### src/rtl/hash_pkg.sv
// Shared types and defaults for the bitcoin hasher and its host-side job controller.
package hash_pkg;

  typedef logic [31:0] word_t;

  localparam logic [15:0] MSG_ADDR_DEFAULT = 16'h0000;
  localparam logic [15:0] OUT_ADDR_DEFAULT = 16'h0040;

  typedef enum logic [2:0] {
    StIdle,
    StLoad,
    StStart,
    StWait,
    StRdReq,
    StRdWait,
    StSend
  } ctrl_state_t;

endpackage

### src/rtl/hash_min_tracker.sv
// Running unsigned minimum over one job's result words (built only with HASH_MIN_TRACK_EN).
`ifdef HASH_MIN_TRACK_EN
module hash_min_tracker
  import hash_pkg::*;
(
  input  logic       clk,
  input  logic       reset,
  input  logic       capture,
  input  logic       first,
  input  word_t      data,
  input  logic [3:0] nonce,
  input  logic       done,
  output word_t      best_data,
  output logic [3:0] best_nonce,
  output logic       best_valid
);

  always_ff @(posedge clk or posedge reset) begin
    if (reset) begin
      best_data  <= '0;
      best_nonce <= '0;
      best_valid <= 1'b0;
    end else begin
      best_valid <= done;
      // Strict compare keeps the earlier nonce on a tie.
      if (capture && (first || (data < best_data))) begin
        best_data  <= data;
        best_nonce <= nonce;
      end
    end
  end

endmodule
`endif

### src/rtl/hash_job_controller.sv
// Host-side initiator: loads a header into shared memory, runs the hasher, streams results out.
// Optional HASH_MIN_TRACK_EN adds best_data/best_nonce/best_valid minimum tracking.
module hash_job_controller
  import hash_pkg::*;
#(
  parameter int unsigned MSG_WORDS = 20,
  parameter int unsigned NONCES    = 16,
  parameter logic [15:0] MSG_ADDR  = MSG_ADDR_DEFAULT,
  parameter logic [15:0] OUT_ADDR  = OUT_ADDR_DEFAULT
) (
  input  logic        clk,
  input  logic        reset,
  input  logic        in_valid,
  output logic        in_ready,
  input  word_t       in_data,
  output logic        out_valid,
  input  logic        out_ready,
  output word_t       out_data,
  output logic [3:0]  out_nonce,
  output logic        out_last,
  output logic        hash_start,
  input  logic        hash_done,
  output logic [15:0] message_addr,
  output logic [15:0] output_addr,
  output logic        mem_sel,
  output logic        mem_clk,
  output logic        mem_we,
  output logic [15:0] mem_addr,
  output word_t       mem_write_data,
  input  word_t       mem_read_data,
`ifdef HASH_MIN_TRACK_EN
  output word_t       best_data,
  output logic [3:0]  best_nonce,
  output logic        best_valid,
`endif
  output logic        busy
);

  localparam logic [4:0] LastWord  = 5'(MSG_WORDS - 1);
  localparam logic [3:0] LastNonce = 4'(NONCES - 1);

  ctrl_state_t state_q;
  logic [4:0]  count_q;
  logic [3:0]  idx_q;
  logic        in_hs;
  logic        out_hs;

  assign in_hs        = in_valid && in_ready;
  assign out_hs       = out_valid && out_ready;
  assign mem_clk      = clk;
  assign message_addr = MSG_ADDR;
  assign output_addr  = OUT_ADDR;
  assign busy         = (state_q != StIdle);

  always_ff @(posedge clk or posedge reset) begin
    if (reset) begin
      state_q        <= StIdle;
      count_q        <= '0;
      idx_q          <= '0;
      in_ready       <= 1'b0;
      out_valid      <= 1'b0;
      out_last       <= 1'b0;
      out_data       <= '0;
      out_nonce      <= '0;
      hash_start     <= 1'b0;
      mem_sel        <= 1'b1;
      mem_we         <= 1'b0;
      mem_addr       <= '0;
      mem_write_data <= '0;
    end else begin
      mem_we <= 1'b0;
      unique case (state_q)
        StIdle: begin
          in_ready <= 1'b1;
          mem_sel  <= 1'b1;
          if (in_hs) begin
            mem_we         <= 1'b1;
            mem_addr       <= MSG_ADDR;
            mem_write_data <= in_data;
            count_q        <= 5'd1;
            state_q        <= StLoad;
          end
        end
        StLoad: begin
          if (in_hs) begin
            mem_we         <= 1'b1;
            mem_addr       <= MSG_ADDR + {11'b0, count_q};
            mem_write_data <= in_data;
            count_q        <= count_q + 5'd1;
            if (count_q == LastWord) begin
              in_ready <= 1'b0;
              state_q  <= StStart;
            end
          end
        end
        StStart: begin
          mem_sel    <= 1'b0;
          hash_start <= 1'b1;
          // hash_done still high means the hasher has not yet picked up the request.
          if (hash_start && !hash_done) begin
            hash_start <= 1'b0;
            state_q    <= StWait;
          end
        end
        StWait: begin
          if (hash_done) begin
            mem_sel  <= 1'b1;
            mem_addr <= OUT_ADDR + {12'b0, idx_q};
            state_q  <= StRdReq;
          end
        end
        StRdReq: begin
          // Address is already on the bus; the sync read returns it during StRdWait.
          mem_addr <= OUT_ADDR + {12'b0, idx_q};
          state_q  <= StRdWait;
        end
        StRdWait: begin
          out_data  <= mem_read_data;
          out_nonce <= idx_q;
          out_last  <= (idx_q == LastNonce);
          out_valid <= 1'b1;
          state_q   <= StSend;
        end
        StSend: begin
          if (out_hs) begin
            out_valid <= 1'b0;
            if (out_last) begin
              out_last <= 1'b0;
              idx_q    <= '0;
              count_q  <= '0;
              state_q  <= StIdle;
            end else begin
              idx_q    <= idx_q + 4'd1;
              mem_addr <= OUT_ADDR + {12'b0, idx_q + 4'd1};
              state_q  <= StRdReq;
            end
          end
        end
        default: state_q <= StIdle;
      endcase
    end
  end

`ifdef HASH_MIN_TRACK_EN
  hash_min_tracker u_min_tracker (
    .clk        (clk),
    .reset      (reset),
    .capture    (state_q == StRdWait),
    .first      (idx_q == 4'd0),
    .data       (mem_read_data),
    .nonce      (idx_q),
    .done       (out_hs && out_last),
    .best_data  (best_data),
    .best_nonce (best_nonce),
    .best_valid (best_valid)
  );
`endif

endmodule

### config.mk
export PLATFORM = sky130hd
export DESIGN_NAME = hash_job_controller
export DESIGN_NICKNAME = d
export VERILOG_FILES = /design/src/rtl/hash_pkg.sv /design/src/rtl/hash_min_tracker.sv /design/src/rtl/hash_job_controller.sv
export SDC_FILE = /design/constraint.sdc
export NUM_CORES = 1
export LEC_CHECK = 0
export CELL_PAD_IN_SITES_DETAIL_PLACEMENT = 1
export CELL_PAD_IN_SITES_GLOBAL_PLACEMENT = 1
export CORE_MARGIN = 2
export CORE_UTILIZATION = 32
export CTS_CLUSTER_DIAMETER = 120
export CTS_CLUSTER_SIZE = 10
export DETAILED_ROUTE_END_ITERATION = 10
export PLACE_DENSITY = 0.87
export SLEW_MARGIN = 15
export SYNTH_ARGS = -nofsm -noshare
export SYNTH_HDL_FRONTEND = slang
export SYNTH_HIERARCHICAL = 1
export SYNTH_SLANG_ARGS = --single-unit
### constraint.sdc
create_clock -name clk -period 4.9 [get_ports clk]
set_input_delay 1.47 -clock clk [delete_from_list [all_inputs] [get_ports clk]]
set_output_delay 1.47 -clock clk [all_outputs]
set_load 0.005 [all_outputs]
== After elaboration in Yosys (flattened, before gate mapping) ==
Index checks and enable logic that the tools add are counted.

* $add $sub $neg: 4
* Eq/ne operators: 16
* Muxes and demuxes: 31
* Reductions and logical operators: 20

{| class="wikitable"
|+ Operators by type and width
! kind !! count
|-
| 16-bit 2-to-1 mux || 5
|-
| 16-bit one-hot mux with 5 select lines || 1
|-
| 3-bit 2-to-1 mux || 7
|-
| 3-bit one-hot mux with 7 select lines || 1
|-
| 5-bit 2-to-1 mux || 4
|-
| 7-bit by 4-bit adder with 8-bit output (first input constant) || 2
|-
| 2-bit inequality test (second input constant) || 8
|-
| 5-bit one-hot mux with 3 select lines || 1
|-
| 6-bit AND reduction || 2
|-
| 3-bit equality test (second input constant) || 3
|-
| 3-bit nonzero test || 3
|-
| 2-bit AND reduction || 4
|-
| 1-bit 2-to-1 mux || 7
|-
| 3-bit by 2-bit equality test with 1-bit output (second input constant) || 2
|-
| 1-bit one-hot mux with 2 select lines || 3
|-
| 5-bit by 1-bit adder with 5-bit output (second input constant) || 1
|-
| 5-bit equality test (second input constant) || 1
|-
| 5-bit AND reduction || 1
|-
| 5-bit nonzero test || 1
|-
| 4-bit by 1-bit adder with 4-bit output (second input constant) || 1
|-
| 4-bit equality test (second input constant) || 1
|-
| 4-bit 2-to-1 mux || 1
|-
| 2-bit nonzero test || 2
|-
| 3-bit by 1-bit equality test with 1-bit output (second input constant) || 1
|-
| other kinds (6) || 8
|}

* Flip-flop bits (word level): 102
* Input bits: 69
* Output and inout port bits: 124
* Word-level logic and storage cells: 84

== Depth between registers and ports, before layout ==
Gate-level depths: netlist of the first run.

* Word-level depth: 5
* Gate-level depth with buffers: 7
* Gate-level depth less buffers: 5

==> metrics.cfg, run 1 <==
[run_status]
status = finished clean

[cells_and_area]
drive_gt1_frac = 0.214
n_antenna_cell = 0
fillCellCount = 1378
nNetsFinal = 567
area_growth_pct = 43.8
finalCoreUtilization = 0.471

[pwr]
p_leak_nw = 2.61
p_per_area_nw_per_um2 = 628
power_mw = 3.90
irDropWorstVdd_v = 0.000263

[synthesis]
ys_async_sr_fraction = 1.00
synth_area_leaders = dfrtp_1, mux2_2, buf_4
syn-instance-count = 344
seq_area_frac_synth = 0.533
ys_types = 50
synth-seq-cells = 92
syn_avg_cell_area_um2 = 12.6
synth_top_cell_area_share = 0.527
yosys.area.top_type = dfrtp_1
synth_edf_count = 0
synthesis.area_um2 = 4320
yosysWarningCount = 6
ys.flop_type = dfrtp_1

[global_routing]
grt_max_degree = 40
grt_pass1_vias = 3445
overflow = 0
grtUsageTotal = 0.160
grt_use_met3 = 0.0604
antenna_found_initial = 0
gr-usage-met1 = 0.174
grt_pass1_wl_um = 17900
grt_busiest_layer = met2
met2_usage = 0.278

[placed_design]
pre_cts_slack_ns = 0.566
port_buffers = 150
hpwl_um = 8160
gp_congestion = 0.784

[route]
first_pass_iters = 4
drt_iter0_drc = 63
dr_total_vias = 3139
post_drt_wl_per_cell_um = 16.5
detail-route-antenna-nets = 0
totalWireLength_um = 11100
via_per_inst = 4.65
drc = 0

[floorplan]
ios = 193
die_x_um = 120
chipHeight_um = 120
initial_core_util = 0.327
dieArea_um2 = 14400
rows = 42
core_area_um2 = 13200

[critical_path]
worst_ep_required_time_ns = 3.43
r2r_slack_ns = 2.50
critPathLaunch = clk
critPathKind = clock port to output pin
cp_data_arrival_time_ns = 3.13
rr_worst_depth = 3
cpMaxStageDelayCell = clkdlybuf4s50_1
cp_common_cell = clkbuf_16
crit_fanout = 2
crit_chain = clkbuf_16 -> clkbuf_16 -> clkdlybuf4s50_1
end_kind = output pin
crit_path_end = mem_clk
reg2reg_from = state_q[1]$_DFFE_PP0P_
slowest_delay_ns = 0.43
start_kind = clock port
r2r_end = out_data[11]$_DFFE_PP0P_

[run]
drv_cap = 0

[clocking]
clk_pin_slew_ns = 0.06
cts_tree = yes
cts_setup_buffers = 0
cts_resized = 0
postCtsHoldBufs = 0
insertion_delay_ns = 0.46

[sta]
holdWs_ns = 0.504
rsz0062_at_grt = false
relSlewSlack = 0.320
finalHoldViolations = 0
fin_ws_ns = 0.301
tns_ns = 0
slew_violations = 0
setup_viol = 0
worstMarginPinSlew_ns = 1.02
finalClockSkew_ns = 0.00495

[hold_path]
min_path_type = register to register

==> power breakdown <==
| part | internal [mW] | switching [mW] |
|---|---|---|
| registers | 1.10 | 0.245 |
| clock network | 0.576 | 0.307 |
| logic | 1.04 | 0.619 |
==> worst min path at each step <==
stage | startpoint | end | slack (ns) | cells after the start
6_report | out_data[31]$_DFFE_PP0P_ | out_data[31]$_DFFE_PP0P_ | 0.50 | 1
5_1_grt | out_data[21]$_DFFE_PP0P_ | out_data[21]$_DFFE_PP0P_ | 0.52 | 1
4_1_cts | out_data[31]$_DFFE_PP0P_ | out_data[31]$_DFFE_PP0P_ | 0.51 | 1
3_5_place_dp | out_data[31]$_DFFE_PP0P_ | out_data[31]$_DFFE_PP0P_ | 0.49 | 1
3_3_place_gp | out_data[3]$_DFFE_PP0P_ | out_data[3]$_DFFE_PP0P_ | 0.49 | 1
2_1_floorplan | count_q[4]$_DFFE_PP0P_ | count_q[4]$_DFFE_PP0P_ | 0.45 | 1
==> metrics by stage <==
stage | std cells | cell area [um2]
4_1_cts | 675 | 6210
3_5_place_dp | 656 | 5820
3_3_place_gp | 656 | 5820
2_1_floorplan | 384 | 4470
5_1_grt | 675 | 6210
6_report | 675 | 6210
==> sequential cells by signal (all words and copies together), names as in the netlist <==
register and flops:
in_ready 1, mem_addr 6, count_q 5, hash_start 1, idx_q 4, out_valid 1, out_data 32, mem_sel 1
state_q 3, out_nonce 4, out_last 1, mem_write_data 32, mem_we 1
==> layout by cell type (no fill, tap or decap), types with 2 or more instances in the layout <==
| cell type | netlist | routed |
|---|---|---|
| and2_1 | 2 | 2 |
| a21boi_0 | 2 | 2 |
| nor3_1 | 2 | 2 |
| nand2_1 | 17 | 17 |
| a211o_1 | 2 | 2 |
| clkdlybuf4s50_1 | 0 | 150 |
| buf_4 | 44 | 4 |
| nand2b_1 | 4 | 4 |
| o31ai_1 | 3 | 3 |
| and3b_1 | 2 | 2 |
| o21ai_0 | 18 | 18 |
| conb_1 | 2 | 42 |
| clkinv_2 | 0 | 4 |
| mux2i_1 | 2 | 2 |
| bufinv_16 | 0 | 2 |
| ha_1 | 4 | 4 |
| dfrtp_1 | 91 | 91 |
| nand3_1 | 11 | 10 |
| mux2_2 | 74 | 74 |
| a21oi_1 | 6 | 6 |
| and3_1 | 3 | 3 |
| or3b_1 | 2 | 2 |
| clkbuf_16 | 0 | 12 |
| nor2_1 | 8 | 8 |
| inv_1 | 5 | 4 |
==> cells in the mapped netlist, drive strengths merged, types with 2 or more instances <==
master / count
a211o: 2
a211oi: 2
a21boi: 2
a21oi: 6
and2: 2
and3: 3
and3b: 2
buf: 56
clkbuf: 2
conb: 2
dfrtp: 91
ha: 4
inv: 5
mux2: 74
mux2i: 2
nand2: 17
nand2b: 5
nand3: 11
nor2: 8
nor3: 2
nor3b: 2
o21ai: 19
o31ai: 4
or3b: 2
==> worst max-delay path, delay by kind of cell <==
kind / cells / cell delay (ns)
buf+inv: 3 / 0.68
==> cells by family after synthesis <==
family	share of synthesized area
adder cells (fa/ha/maj)	0.0116
other	0.00174
AO/OA/AOI/OAI	0.0730
multiplexers	0.198
AND/OR/NAND/NOR	0.0832
flip-flops	0.533
buffers and inverters	0.0994
==> per-layer routing <==
layer	share of wire	routed length, um	vias to the layer above
met2	0.53	5870	115
met1	0.37	4160	1580
met3	0.080	890	17
met4	0.018	200	0
li1	-	-	1427
met5	0	0	-
==> final cells by class <==
type	instances	area (um2)	share of cell area
clock buffer	15	328	0.0528
clock inverter	5	75.1	0.0121
inverter	5	20.0	0.00322
multi-input combinational	229	1740	0.280
sequential	92	2300	0.371
tap	176	220	0.0355
timing repair buffer	153	1520	0.245
(Power assumes the default switching activity.)
==> run 2: changes to the inputs <==
Settings changed: CORE_MARGIN 2 to 10.
==> run 2 against run 1 <==
Effect of this change:
- non-clock buffer count fell by 1
- clock power is 15% lower
- wire length grew 15%
- critical endpoint unchanged
==> metrics.cfg, run 2 (synthesized netlist as in run 1, its figures left out) <==
[clocking]
cts_tree = yes
postCtsHoldBufs = 0  ; unchanged
clk_pin_slew_ns = 0.06  ; about the same
cts_resized = 0  ; unchanged
cts_setup_buffers = 0  ; unchanged
insertion_delay_ns = 0.45  ; about the same

[cells_and_area]
area_growth_pct = 42.0
layout_common_cells = clkdlybuf4s50_1, dfrtp_1, mux2_2
drive_gt1_frac = 0.208  ; -0.00635
fillCellCount = 1430  ; +3.8%
n_antenna_cell = 0  ; unchanged
multi_input_area_um2 = 1740  ; unchanged
regArea_um2 = 2300  ; unchanged
final_common_cell = clkdlybuf4s50_1
nNetsFinal = 566  ; -0.18%
reg_top3 = mem_write_data x32, out_data x32, mem_addr x6

[route]
post_drt_wl_per_cell_um = 19.0  ; +15%
totalWireLength_um = 12800  ; +15%
via_per_inst = 4.59  ; -1.3%
drt_iter0_drc = 80  ; +27%
first_pass_iters = 4  ; unchanged
dr_total_vias = 3079  ; -1.9%
drc = 0  ; unchanged
detail-route-antenna-nets = 0  ; unchanged

[placed_design]
pre_cts_slack_ns = 0.566  ; unchanged
port_buffers = 150  ; unchanged
gp_congestion = 0.756  ; -3.6%
hpwl_um = 9930  ; +22%

[global_routing]
antenna_found_initial = 0  ; unchanged
grt_pass1_wl_um = 19700  ; +10%
grtUsageTotal = 0.136  ; -0.0239
grt_pass1_vias = 3591  ; +4.2%
grt_max_degree = 54  ; +35%
overflow = 0  ; unchanged

[critical_path]
cpMaxStageDelayCell = clkdlybuf4s50_1
end_kind = output pin
crit_fanout = 2  ; unchanged
cp_data_arrival_time_ns = 3.14  ; about the same
slowest_delay_ns = 0.45  ; +0.02 ns
start_kind = clock port
cp_common_cell = clkbuf_16
worst_ep_required_time_ns = 3.43  ; about the same
crit_chain = clkbuf_16 -> clkbuf_16 -> clkdlybuf4s50_1
critPathKind = clock port to output pin

[hold_path]
min_path_type = register to register

[floorplan]
initial_core_util = 0.326  ; -0.00130
rows = 42  ; unchanged
core_area_um2 = 13200  ; +0.40%
die_x_um = 136  ; +13%
chipHeight_um = 136  ; +13%
ios = 193  ; unchanged
dieArea_um2 = 18500  ; +28%

[sta]
setup_viol = 0  ; unchanged
slew_violations = 0  ; unchanged
fin_ws_ns = 0.287  ; -0.0134 ns
finalHoldViolations = 0  ; unchanged
rsz0062_at_grt = false
finalClockSkew_ns = 0.00447  ; -0.000480 ns
worstMarginPinSlew_ns = 1.03  ; +0.0108 ns
tns_ns = 0  ; unchanged
relSlewSlack = 0.313  ; -0.00719

[pwr]
p_per_area_nw_per_um2 = 618  ; -1.5%
irDropWorstVdd_v = 0.000285  ; +8.6%
p_leak_nw = 2.57  ; -1.7%

[run_status]
status = finished clean

[run]
drv_cap = 0  ; unchanged

## run 2: changes by cell type in the layout (fill, tap and decap cells not counted), sizes merged
cell / change
bufinv: -2
clkinv: -1
clkinvlp: +1
buf: -1
clkbuf: -1
## run 2: worst max-delay path: cells and delay by family
kind | cells | cell delay, ns
buffers and inverters | 3 | 0.70
## run 2: final cells by class
type	count	share of cell area
sequential	92	0.376
multi-input combinational	229	0.284
timing repair buffer	152	0.247
clock buffer	14	0.0512
tap	176	0.0359
inverter	5	0.00327
clock inverter	3	0.00286
## run 2: layer usage
| metal | vias to the layer above | track usage | share of wire |
|---|---|---|---|
| li1 | 1412 | - | - |
| met1 | 1520 | 0.136 | 0.36 |
| met2 | 126 | 0.240 | 0.52 |
| met3 | 21 | 0.0598 | 0.098 |
| met4 | 0 | 0.0592 | 0.020 |
| met5 | - | 0 | 0 |
## run 2: final timing paths
check | slack, ns | startpoint | cells past startpoint | endpoint
worst min-delay path | 0.50 | count_q[4]$_DFFE_PP0P_ | 1 | count_q[4]$_DFFE_PP0P_
worst min register to register | 0.50 | count_q[4]$_DFFE_PP0P_ | 1 | count_q[4]$_DFFE_PP0P_
worst max-delay path | 0.29 | clk | 3 | mem_clk
max in group asynchronous | 2.48 | reset | 3 | out_data[0]$_DFFE_PP0P_
min in group asynchronous | 1.52 | reset | 2 | mem_write_data[28]$_DFFE_PP0P_
worst max register to register | 2.25 | state_q[2]$_DFFE_PP0P_ | 2 | out_data[14]$_DFFE_PP0P_
## run 2: per-stage QoR
| step | utilization | area, um2 | power, mW | hold WS (ns) | cells |
|---|---|---|---|---|---|
| 2_1_floorplan | - | 4470 | 2.18 | 0.450 | 384 |
| 3_3_place_gp | 0.439 | 5810 | 3.00 | 0.485 | 655 |
| 3_5_place_dp | 0.439 | 5810 | 3.11 | 0.491 | 655 |
| 4_1_cts | 0.463 | 6130 | 3.86 | 0.508 | 671 |
| 5_1_grt | 0.463 | 6130 | 4.05 | 0.519 | 671 |
| 6_report | 0.463 | 6130 | 3.79 | 0.500 | 671 |
## run 2: power breakdown
part           internal, mW  leakage [nW]  switching [mW]
Clock                 0.451         0.161           0.296
Combinational          1.04          1.30           0.620
Sequential             1.10          1.10           0.277
Total                  2.60          2.57            1.19
